File: src/rtl/simple_rtl_unit.sv
// simple_rtl_unit: clock-aligned sampler of the serial input a.
// S0 holds the last sampled value, EDGE flags that S0 just changed, and
// CNT counts those changes modulo 2^CNT_W. Every output is a flop output.
`timescale 1ns/1ps

module simple_rtl_unit #(
  parameter int CNT_W = 8
) (
  input  logic             CLK,
  input  logic             RST,
  input  logic             a,
  output logic             S0,
  output logic             EDGE,
  output logic [CNT_W-1:0] CNT
);

  logic             s0_q;
  logic             s0_d;
  logic             edge_q;
  logic             edge_d;
  logic [CNT_W-1:0] cnt_q;
  logic [CNT_W-1:0] cnt_d;
  logic             changed;

  // Next state: a change is the incoming sample differing from the held one
  always_comb begin
    changed = (a != s0_q);
    s0_d    = a;
    edge_d  = changed;
    cnt_d   = changed ? (cnt_q + CNT_W'(1)) : cnt_q;
  end

  // State registers; reset clears everything immediately, without a clock
  always_ff @(posedge CLK or posedge RST) begin
    if (RST) begin
      s0_q   <= 1'b0;
      edge_q <= 1'b0;
      cnt_q  <= '0;
    end else begin
      s0_q   <= s0_d;
      edge_q <= edge_d;
      cnt_q  <= cnt_d;
    end
  end

  assign S0   = s0_q;
  assign EDGE = edge_q;
  assign CNT  = cnt_q;

endmodule

File: config.mk
export PLATFORM = sky130hd
export DESIGN_NAME = simple_rtl_unit
export DESIGN_NICKNAME = d
export VERILOG_FILES = /design/src/rtl/simple_rtl_unit.sv
export SDC_FILE = /design/constraint.sdc
export NUM_CORES = 1
export LEC_CHECK = 0
export CAP_MARGIN = 0
export CORE_AREA = 2 2 39 41
export CTS_BUF_LIST = sky130_fd_sc_hd__clkbuf_16
export DETAILED_ROUTE_END_ITERATION = 10
export DIE_AREA = 0 0 41 43
export HOLD_SLACK_MARGIN = 0.03
export PLACE_DENSITY = 0.66
export SLEW_MARGIN = 20
export SYNTH_ARGS = -nofsm -noshare
export SYNTH_HDL_FRONTEND = slang
export SYNTH_SLANG_ARGS = --single-unit
export TNS_END_PERCENT = 10
File: constraint.sdc
create_clock -name CLK -period 1.1 [get_ports CLK]
set_input_delay 0.22 -clock CLK [delete_from_list [all_inputs] [get_ports CLK]]
set_output_delay 0.22 -clock CLK [all_outputs]
set_load 0.05 [all_outputs]
; After elaboration in Yosys (flattened, before gate mapping)
; Cells that the tools add are included.
[op_classes]
reduce_logical = 0
bitwise_logic = 0
n_div = 0
shift = 0
n_eq_ne = 1
magnitude_cmp = 0
mul = 0
n_mux = 0
add_sub_neg = 1
[ops]
columns = operator, count
row1 = "adder 8 x 1 -> 8 bit, second input constant", 1
row2 = inequality test 1 bit, 1
[totals]
n_memories = 0
out_inout_bits = 10
inputBits = 3
rom_bits = 0
word_cells = 5
ram_bits = 0
latchBits = 0
ff_bits = 10

; Depth between registers and ports, before layout
; Gate-level depths: netlist of the first run.
[logic_depth]
depth_word = 1
ltp_mapped = 4
depth_no_buf = 4

; Least setup slack after synthesis of the first run
; Ideal clock, no wire load.
[synth_timing]
path_kind = reg2reg
from = register cnt_q[0] (netlist: CNT[0])
to = register cnt_q[6] (netlist: CNT[6])
setup_ps = 141
period_less_slack_ps = 1482
path_slack_ps = -382
required_ps = 959
n_path_buf = 0
path_stages_with_launch = 5
arrival_ps = 1341
path_cell_list = dfrtp_1 ha_1 and3_1 nand4_1 xnor2_1
[synth_via]
elab_chain_cells = 1
[synth_lines]
columns = element, line
row1 = from (decl), 21  ; logic [CNT_W-1:0] cnt_q;
row2 = from (signal assigned), 42  ; cnt_q <= cnt_d;
row3 = adder 8 x 1 -> 8 bit, 30  ; cnt_d = changed ? (cnt_q + CNT_W'(1)) : cnt_q;
; No other way between the ends.
; A chain may end at the register's enable or synchronous reset.

; Final worst setup path of the first run
[layout_timing]
from = register cnt_q[0] (netlist: CNT[0])
to = output port CNT[0]
[layout_rtl]
columns = element, line
row1 = to (decl), 14  ; output logic [CNT_W-1:0] CNT
; No word-level cell between the ends.

==> results.cfg, run 1 <==
[status]
status = finished with violations
violations = setup timing

[floorplanning]
io_pins = 13
die_w_um = 41
rows = 14
fp.dieArea_um2 = 1763
start_util_pct = 30.02
core_um2 = 1384
dieHeight_um = 43

[worst_hold_path]
hold_class = in -> async

[pwr]
power_leakage_nw = 0.3688
power.density_nw_per_um2 = 3430
ir_worst_vdd_uv = 1877

[timing]
worst_pin_slew_ns = 0.3756
setup_viol = 6
fin_ws_ns = -0.06364
hold_viol = 0
drv_slew = 0
rsz0062_at_grt = true
period_share_pct = 105.8
period_minus_slack_ns = 1.164
fmax_mhz = 859.4
setup_tns_ns = -0.2737
relSlewSlack_pct = 74.93
fin_skew_ns = 0.001281

[clock_tree]
htree_levels = 1
cts_tree = yes
clock_path_buffers = 2
root_buffer = clkbuf_16
hold_buffers = 0
worstSkewPairLatency_ns = 0.23
cts_buffers = 3
clk_pin_slew_ns = 0.04
cts.sinks = 10

[setup_path]
critical_path.max_fanout = 4
cp-startpoint = CNT[0]
setup.worst_path.end_class = output pin
critPathLaunchType = flip-flop
crit_type = reg -> out
worstReg2RegStart = CNT[0]
crit_arrival_ns = 0.94
required_ns = 0.88

[layout]
drive_above_1_share_pct = 56.90
final_cells = 74
final_nets = 63
area_growth_pct = 105.4
n_antenna_cell = 0

[global_route]
grt_max_degree = 11
antenna_found_initial = 0
track_usage_pct = 13.72
grt_pass1_vias = 355
grt-ovfl-total = 0
grt_pass1_wl_um = 1497

[yosys]
synth.area.mux_share_pct = 0
ys_async_sr_fraction_pct = 100.0
synthMostInstantiatedCell = dfrtp_1
synthDominantCellAreaShare_pct = 60.24
synthTopCellsByArea = dfrtp_1 60%, xnor2_1 11%, nand2_1 6.3%, xor2_1 4.2%, xnor2_2 3.9%
synth_top_cell_by_area = dfrtp_1
synth_common_cells = 10 x dfrtp_1, 7 x nand2_1, 5 x xnor2_1
yosysWarnings = 0
synth_compound_area_share_pct = 0
synth-adder-area-share_pct = 3.012
ys_seq_area_share_pct = 60.24
synth_edf_count = 0
syn_nets = 38
ys.flop_type = dfrtp_1
synth_cells = 34
synthesis.area_um2 = 415.4
synthDistinctLibCells = 12
syn_area_per_cell_um2 = 12.22
synth_top_family_by_area = XOR/XNOR gates
synth_xor_area_share_pct = 18.67
synth_simple_gate_area_share_pct = 16.27
synth-seq-cells = 10

[placed_design]
dp.cells = 69
dp_slack_ns = -0.3508
port_buffers = 12
place.gp.congestion = 0.7539

[routing]
top_layer = met4
dr.pass1.iters = 4
vias_per_cell = 4.392
wl_met2_um = 407
postRouteWirelength_um = 825
via_count = 325
drcViolationCount = 0
post_drt_wl_per_cell_um = 11.15
final_antenna_net_count = 0
wl_met3_um = 39
m1WireLength_um = 354
drtIter0Drc = 4

[run]
maxCapViolations = 0
report_power, final:
part,switching (W),internal [W],total [W]
sequential,0.000172,0.000524,0.000697
combinational,0.000759,0.000839,0.00160
clock,0.000158,0.000475,0.000633
total,0.00109,0.00184,0.00293
final timing paths:
kind	cells after the start	endpoint	slack [ns]
max	2	CNT[0]	-0.06
min	2	CNT[6]	0.27
max reg2reg	4	CNT[6]	0.01
min reg2reg	1	CNT[7]	0.53
max in group asynchronous	2	CNT[0]	0.54
min in group CLK	1	S0	0.35
logic make-up (layout without fill, tap and decap cells):
| logic type | count (synthesis) | count (layout) |
|---|---|---|
| and+or+nand+nor | 13 | 13 |
| DFF | 10 | 10 |
| xor gates and xnor gates | 8 | 8 |
| buffers and inverters | 2 | 26 |
| adders and majority gates | 1 | 1 |
registers in the layout (all words and copies together), names as in the netlist:
name / count
CNT: 8
EDGE: 1
S0: 1
final cells by class:
type | count | area, um2
Tap cell | 16 | 20.02
Sequential cell | 10 | 259.0
Fill cell | 104 | 530.5
Clock buffer | 3 | 75.07
Timing Repair Buffer | 20 | 301.5
Multi-Input combinational cell | 22 | 186.4
Clock inverter | 1 | 3.754
Inverter | 2 | 7.507
layout by cell type, fill, tap and decap left out:
cell and n:
xnor2_1 5, dlygate4sd2_1 1, inv_2 1, dfrtp_1 3, clkinv_1 1, xnor2_4 1
nand4_1 2, clkdlybuf4s50_1 1, xor2_1 2, ha_4 1, inv_1 1, clkbuf_16 3
nor3_2 1, buf_4 2, buf_12 10, buf_6 6, nor4_2 1, and3_1 1
nand3_1 1, dfrtp_2 7, nand2_1 7
layer usage:
metal  vias to the layer above  global-route usage (%)
li1                        160                       -
met4                         0                   12.00
met1                       152                   16.72
met3                         3                   5.236
met5                         -                       0
met2                        10                   17.81
worst max-delay path: stages (launching register included):
cell	delay [ns]
dfrtp_2	0.44
buf_6	0.14
buf_12	0.13
timing repair:
| action | in CTS | in global routing |
|---|---|---|
| buffers inserted | 1 | 0 |
| resized for setup | 8 | 3 |
| setup endpoints to repair | 13 | 13 |
| pin swaps | 2 | 2 |
per-stage QoR:
step	total power (W)	util, %	cell area [um2]	hold slack (ns)
final	0.002927	61.66	853.3	0.2654
after global routing	0.003080	61.66	853.3	0.3399
after CTS	0.002941	60.22	833.3	0.2833
after detailed placement	0.002196	52.62	728.2	0.5202
after global placement	0.002168	52.62	728.2	0.5138
after floorplan	0.001351	-	435.4	0.05977
No activity file was read; power rests on OpenSTA's default activity.
==> inputs of run 2 (changes only) <==
Settings changed: RECOVER_POWER set to 25.
==> run 2 against run 1 <==
Against the previous run:
- sequential cell count did not move
- combinational power barely moved
- power barely moved
- routed wire length did not move
- largest power group unchanged
- register-to-register slack barely moved
- cell count did not move
- via count did not move
- the run still ends with setup timing left
==> results.cfg, run 2 (synthesized netlist as in run 1, its figures left out) <==
[worst_hold_path]
hold_class = in -> reg

[pwr]
ir_worst_vdd_uv = 1876
power_leakage_nw = 0.3691
power.density_nw_per_um2 = 3429

[setup_path]
crit_type = reg -> out
critPathLaunchType = flip-flop
rr_endpoint = CNT[6]
required_ns = 0.88
critPathCapture = CNT[0]
critical_path.max_fanout = 4
worstReg2RegStart = CNT[0]
reg2regPathDepth = 4
crit_arrival_ns = 0.94
cp-startpoint = CNT[0]
r2r_setup_slack_ns = 0.01
setup.worst_path.end_class = output pin

[layout]
final_cell_mix = 10 x buf_12, 7 x dfrtp_2, 7 x nand2_1
final_cells = 74
largest_reg_flops = 8
multiInputGateArea_um2 = 186.4
final_nets = 63
fill_cells = 104
area_growth_pct = 105.4
drive_above_1_share_pct = 56.90
final_common_cell = buf_12
seqCellArea_um2 = 259.0
n_antenna_cell = 0
final_util_pct = 61.66

[run]
maxCapViolations = 0

[routing]
wl_met3_um = 38
m1WireLength_um = 354
vias_per_cell = 4.392
dr.pass1.iters = 4
final_antenna_net_count = 0
post_drt_wl_per_cell_um = 11.15
top_layer = met4
postRouteWirelength_um = 825
drcViolationCount = 0
drtIter0Drc = 4
wl_met2_um = 407
via_count = 325

[timing]
rsz0062_at_grt = true
setup_viol = 6
fmax_mhz = 859.4
period_minus_slack_ns = 1.164
fin_skew_ns = 0.001281
setup_tns_ns = -0.2737
fin_ws_ns = -0.06364
drv_slew = 0
relSlewSlack_pct = 74.96
period_share_pct = 105.8
hold_viol = 0
worst_pin_slew_ns = 0.3751

[global_route]
grt_pass1_vias = 355
antenna_found_initial = 0
grt-ovfl-total = 0
track_usage_pct = 13.72
grt_max_degree = 11
grt_pass1_wl_um = 1497

[clock_tree]
clock_path_buffers = 2
htree_levels = 1
cts.sinks = 10
root_buffer = clkbuf_16
worstSkewPairLatency_ns = 0.23
cts_tree = yes
clk_pin_slew_ns = 0.04
hold_buffers = 0
cts_buffers = 3

[floorplanning]
fp.dieArea_um2 = 1763
core_um2 = 1384
start_util_pct = 30.02
rows = 14
io_pins = 13
die_w_um = 41
dieHeight_um = 43

[placed_design]
port_buffers = 12
place.gp.congestion = 0.7539
dp.cells = 69

[status]
status = finished with violations
violations = setup timing
run 2: changes by cell type in the layout (fill, tap and decap cells not counted):
cell / before / now
clkdlybuf4s50_1: 1 / 0
dlygate4sd3_1: 0 / 1
run 2: repair_timing:
item,in CTS,in global routing
gates resized for setup,8,3
setup buffers,1,0
pin swaps,2,2
endpoints found under the setup margin,13,13
run 2: report_power, final:
| part | switching, W | total [W] | internal (W) | leakage, nW |
|---|---|---|---|---|
| registers | 0.000172 | 0.000697 | 0.000524 | 0.113 |
| logic | 0.000759 | 0.00160 | 0.000838 | 0.218 |
| clock network | 0.000158 | 0.000633 | 0.000475 | 0.0385 |
run 2: worst min-delay path by stage:
stage                       from     end  slack, ns  cells after the start
after CTS                    RST  CNT[6]       0.28                      2
after global placement    CNT[7]  CNT[7]       0.51                      1
after global routing           a      S0       0.36                      1
after floorplan              RST  CNT[5]       0.06                      1
after detailed placement     RST  CNT[7]       0.52                      2
final                          a      S0       0.35                      1
run 2: worst max-delay path, stage by stage, from the launching register on:
cell     delay (ns)
dfrtp_2        0.44
buf_6          0.14
buf_12         0.13
run 2: area by class of cell:
cell class                      count  share of cell area, %
Timing Repair Buffer               20                  35.34
Sequential cell                    10                  30.35
Multi-Input combinational cell     22                  21.85
Clock buffer                        3                  8.798
Tap cell                           16                  2.346
Inverter                            2                 0.8798
Clock inverter                      1                 0.4399
run 2: per-layer routing:
metal | global-route usage [%] | vias up
met5 | 0 | -
met4 | 12.00 | 0
met3 | 5.236 | 3
met2 | 17.81 | 10
met1 | 16.72 | 152
li1 | - | 160
run 2: through the flow:
step           instance area, um2  hold slack, ns  total power (W)  setup slack (ns)
3_3_place_gp                728.2          0.5138         0.002168           -0.3057
4_1_cts                     833.3          0.2833         0.002941          -0.06424
2_1_floorplan               435.4         0.05977         0.001351           -0.1830
6_report                    853.3          0.3468         0.002926          -0.06364
3_5_place_dp                728.2          0.5202         0.002196           -0.3508
5_1_grt                     853.3          0.3563         0.003079          -0.08535
==> inputs of run 3 (changes only) <==
Settings changed: CELL_PAD_IN_SITES_DETAIL_PLACEMENT set to 0, CELL_PAD_IN_SITES_GLOBAL_PLACEMENT set to 2, CORE_AREA 2 2 39 41 to unset, CORE_MARGIN set to 2, CORE_UTILIZATION set to 24, DIE_AREA 0 0 41 43 to unset, PLACE_DENSITY 0.66 to 0.75, SLEW_MARGIN 20 to unset.
==> run 3 against run 2 <==
Against the previous run:
- the flow still finishes with violations (setup timing)
- largest power group unchanged
- maximum frequency increased by 0.80%
- die area increased by 18%
- cell count grew 8.1%
- clock-buffer cell count stayed put
- register-to-register slack lost 0.05 ns
- clock skew rose by 0.0049 ns
- setup slack better by 0.0092 ns
- critical path depth stayed put
==> results.cfg, run 3 (synthesized netlist as in run 1, its figures left out) <==
[routing]
dr.pass1.iters = 2
vias_per_cell = 4.525
drcViolationCount = 0
final_antenna_net_count = 0
postRouteWirelength_um = 982
via_count = 362
drtIter0Drc = 3
post_drt_wl_per_cell_um = 12.28

[clock_tree]
cts_buffers = 3
htree_levels = 1
cts_tree = yes
worstSkewPairLatency_ns = 0.24
root_buffer = clkbuf_16
clk_pin_slew_ns = 0.04
cts.sinks = 10
clock_path_buffers = 2

[floorplanning]
die_w_um = 45.61
dieHeight_um = 45.61
start_util_pct = 24.87
core_um2 = 1670
fp.dieArea_um2 = 2080
rows = 15
io_pins = 13

[setup_path]
setup.worst_path.end_class = output pin
crit_type = reg -> out
critical_path.max_fanout = 3
cp-startpoint = CNT[0]
worstReg2RegStart = CNT[0]
critPathLaunchType = flip-flop
required_ns = 0.88
crit_arrival_ns = 0.93

[global_route]
grt-ovfl-total = 0
track_usage_pct = 11.00
grt_pass1_wl_um = 1449
grt_pass1_vias = 320
grt_max_degree = 11
antenna_found_initial = 0

[pwr]
power.density_nw_per_um2 = 3447
internal_power_w = 0.001931
pwr-share-clk_pct = 21.0
p_seq_share_pct = 21.8
p_sw_w = 0.001156
power_w = 0.003088
power_leakage_nw = 0.3980
p_comb_share_pct = 57.3
ir_worst_vdd_uv = 1499
swShare_pct = 37.45

[timing]
relSlewSlack_pct = 73.85
rsz0062_at_grt = true
period_minus_slack_ns = 1.154
hold_viol = 0
fin_ws_ns = -0.05442
setup_tns_ns = -0.3724
setup_viol = 9
drv_slew = 0
fin_skew_ns = 0.006220
period_share_pct = 104.9
worst_pin_slew_ns = 0.3918
fmax_mhz = 866.2

[status]
violations = setup timing
status = finished with violations

[layout]
drive_above_1_share_pct = 60.32
final_cell_mix = 10 x buf_12, 7 x nand2_1, 7 x buf_4
area_growth_pct = 115.7
final_nets = 68
largest_reg_flops = 8
n_antenna_cell = 0
fill_cells = 131
final_common_cell = buf_12

[placed_design]
port_buffers = 12
dp_hpwl_um = 674.7
place.gp.congestion = 0.6627

[worst_hold_path]
hold_class = in -> reg
hp-start = a

[run]
maxCapViolations = 0
run 3: worst paths after layout:
kind / cells after the start / slack, ns / endpoint
min reg2reg: 1 / 0.52 / CNT[7]
min in group asynchronous: 2 / 0.40 / EDGE
max in group asynchronous: 2 / 0.39 / CNT[0]
max reg2reg: 5 / -0.04 / CNT[6]
min: 1 / 0.35 / S0
max: 2 / -0.05 / CNT[0]
run 3: critical path, cell delays in order, from the launching register on:
cell and delay, ns:
dfrtp_2 0.40, buf_4 0.16, buf_12 0.14
run 3: power groups by stage:
stage | Clock [W] | Sequential (W) | Combinational, W
3_5_place_dp | 0 | 0.000671 | 0.00154
4_1_cts | 0.000656 | 0.000674 | 0.00166
3_3_place_gp | 0 | 0.000657 | 0.00152
2_1_floorplan | 0 | 0.00113 | 0.000218
5_1_grt | 0.000688 | 0.000687 | 0.00187
6_report | 0.000647 | 0.000672 | 0.00177
run 3: timing repair:
item | 4_1_cts | 5_1_grt
setup buffers | 2 | 3
gates resized for setup | 9 | 2
pin swaps | 3 | 6
hold buffers | 0 | 0
setup endpoints to repair | 14 | 12
run 3: per-layer routing:
layer / track usage [%] / part of all wire (%) / up-vias
li1: - / - / 171
met1: 12.32 / 43 / 178
met2: 16.06 / 49 / 9
met4: 12.35 / 4.2 / 0
met5: 0 / 0 / -
met3: 2.381 / 3.4 / 4
run 3: per-stage QoR:
| step | cells | hold slack [ns] | instance area [um2] | setup WS [ns] | util (%) |
|---|---|---|---|---|---|
| 2_1_floorplan | 34 | 0.05977 | 435.4 | -0.1830 | - |
| 3_3_place_gp | 71 | 0.5154 | 737.0 | -0.3253 | 44.12 |
| 3_5_place_dp | 71 | 0.5206 | 737.0 | -0.3615 | 44.12 |
| 4_1_cts | 77 | 0.2802 | 864.6 | -0.06548 | 51.76 |
| 5_1_grt | 80 | 0.3463 | 895.9 | -0.1242 | 53.63 |
| 6_report | 80 | 0.3517 | 895.9 | -0.05442 | 53.63 |
run 3: layout make-up:
| class | instances | area [um2] | share of cell area (%) |
|---|---|---|---|
| clock buffer | 3 | 75.07 | 8.380 |
| timing repair buffer | 25 | 339.1 | 37.85 |
| sequential | 10 | 257.7 | 28.77 |
| clock inverter | 1 | 3.754 | 0.4190 |
| inverter | 2 | 7.507 | 0.8380 |
| multi-input combinational | 22 | 191.4 | 21.37 |
| tap | 17 | 21.27 | 2.374 |
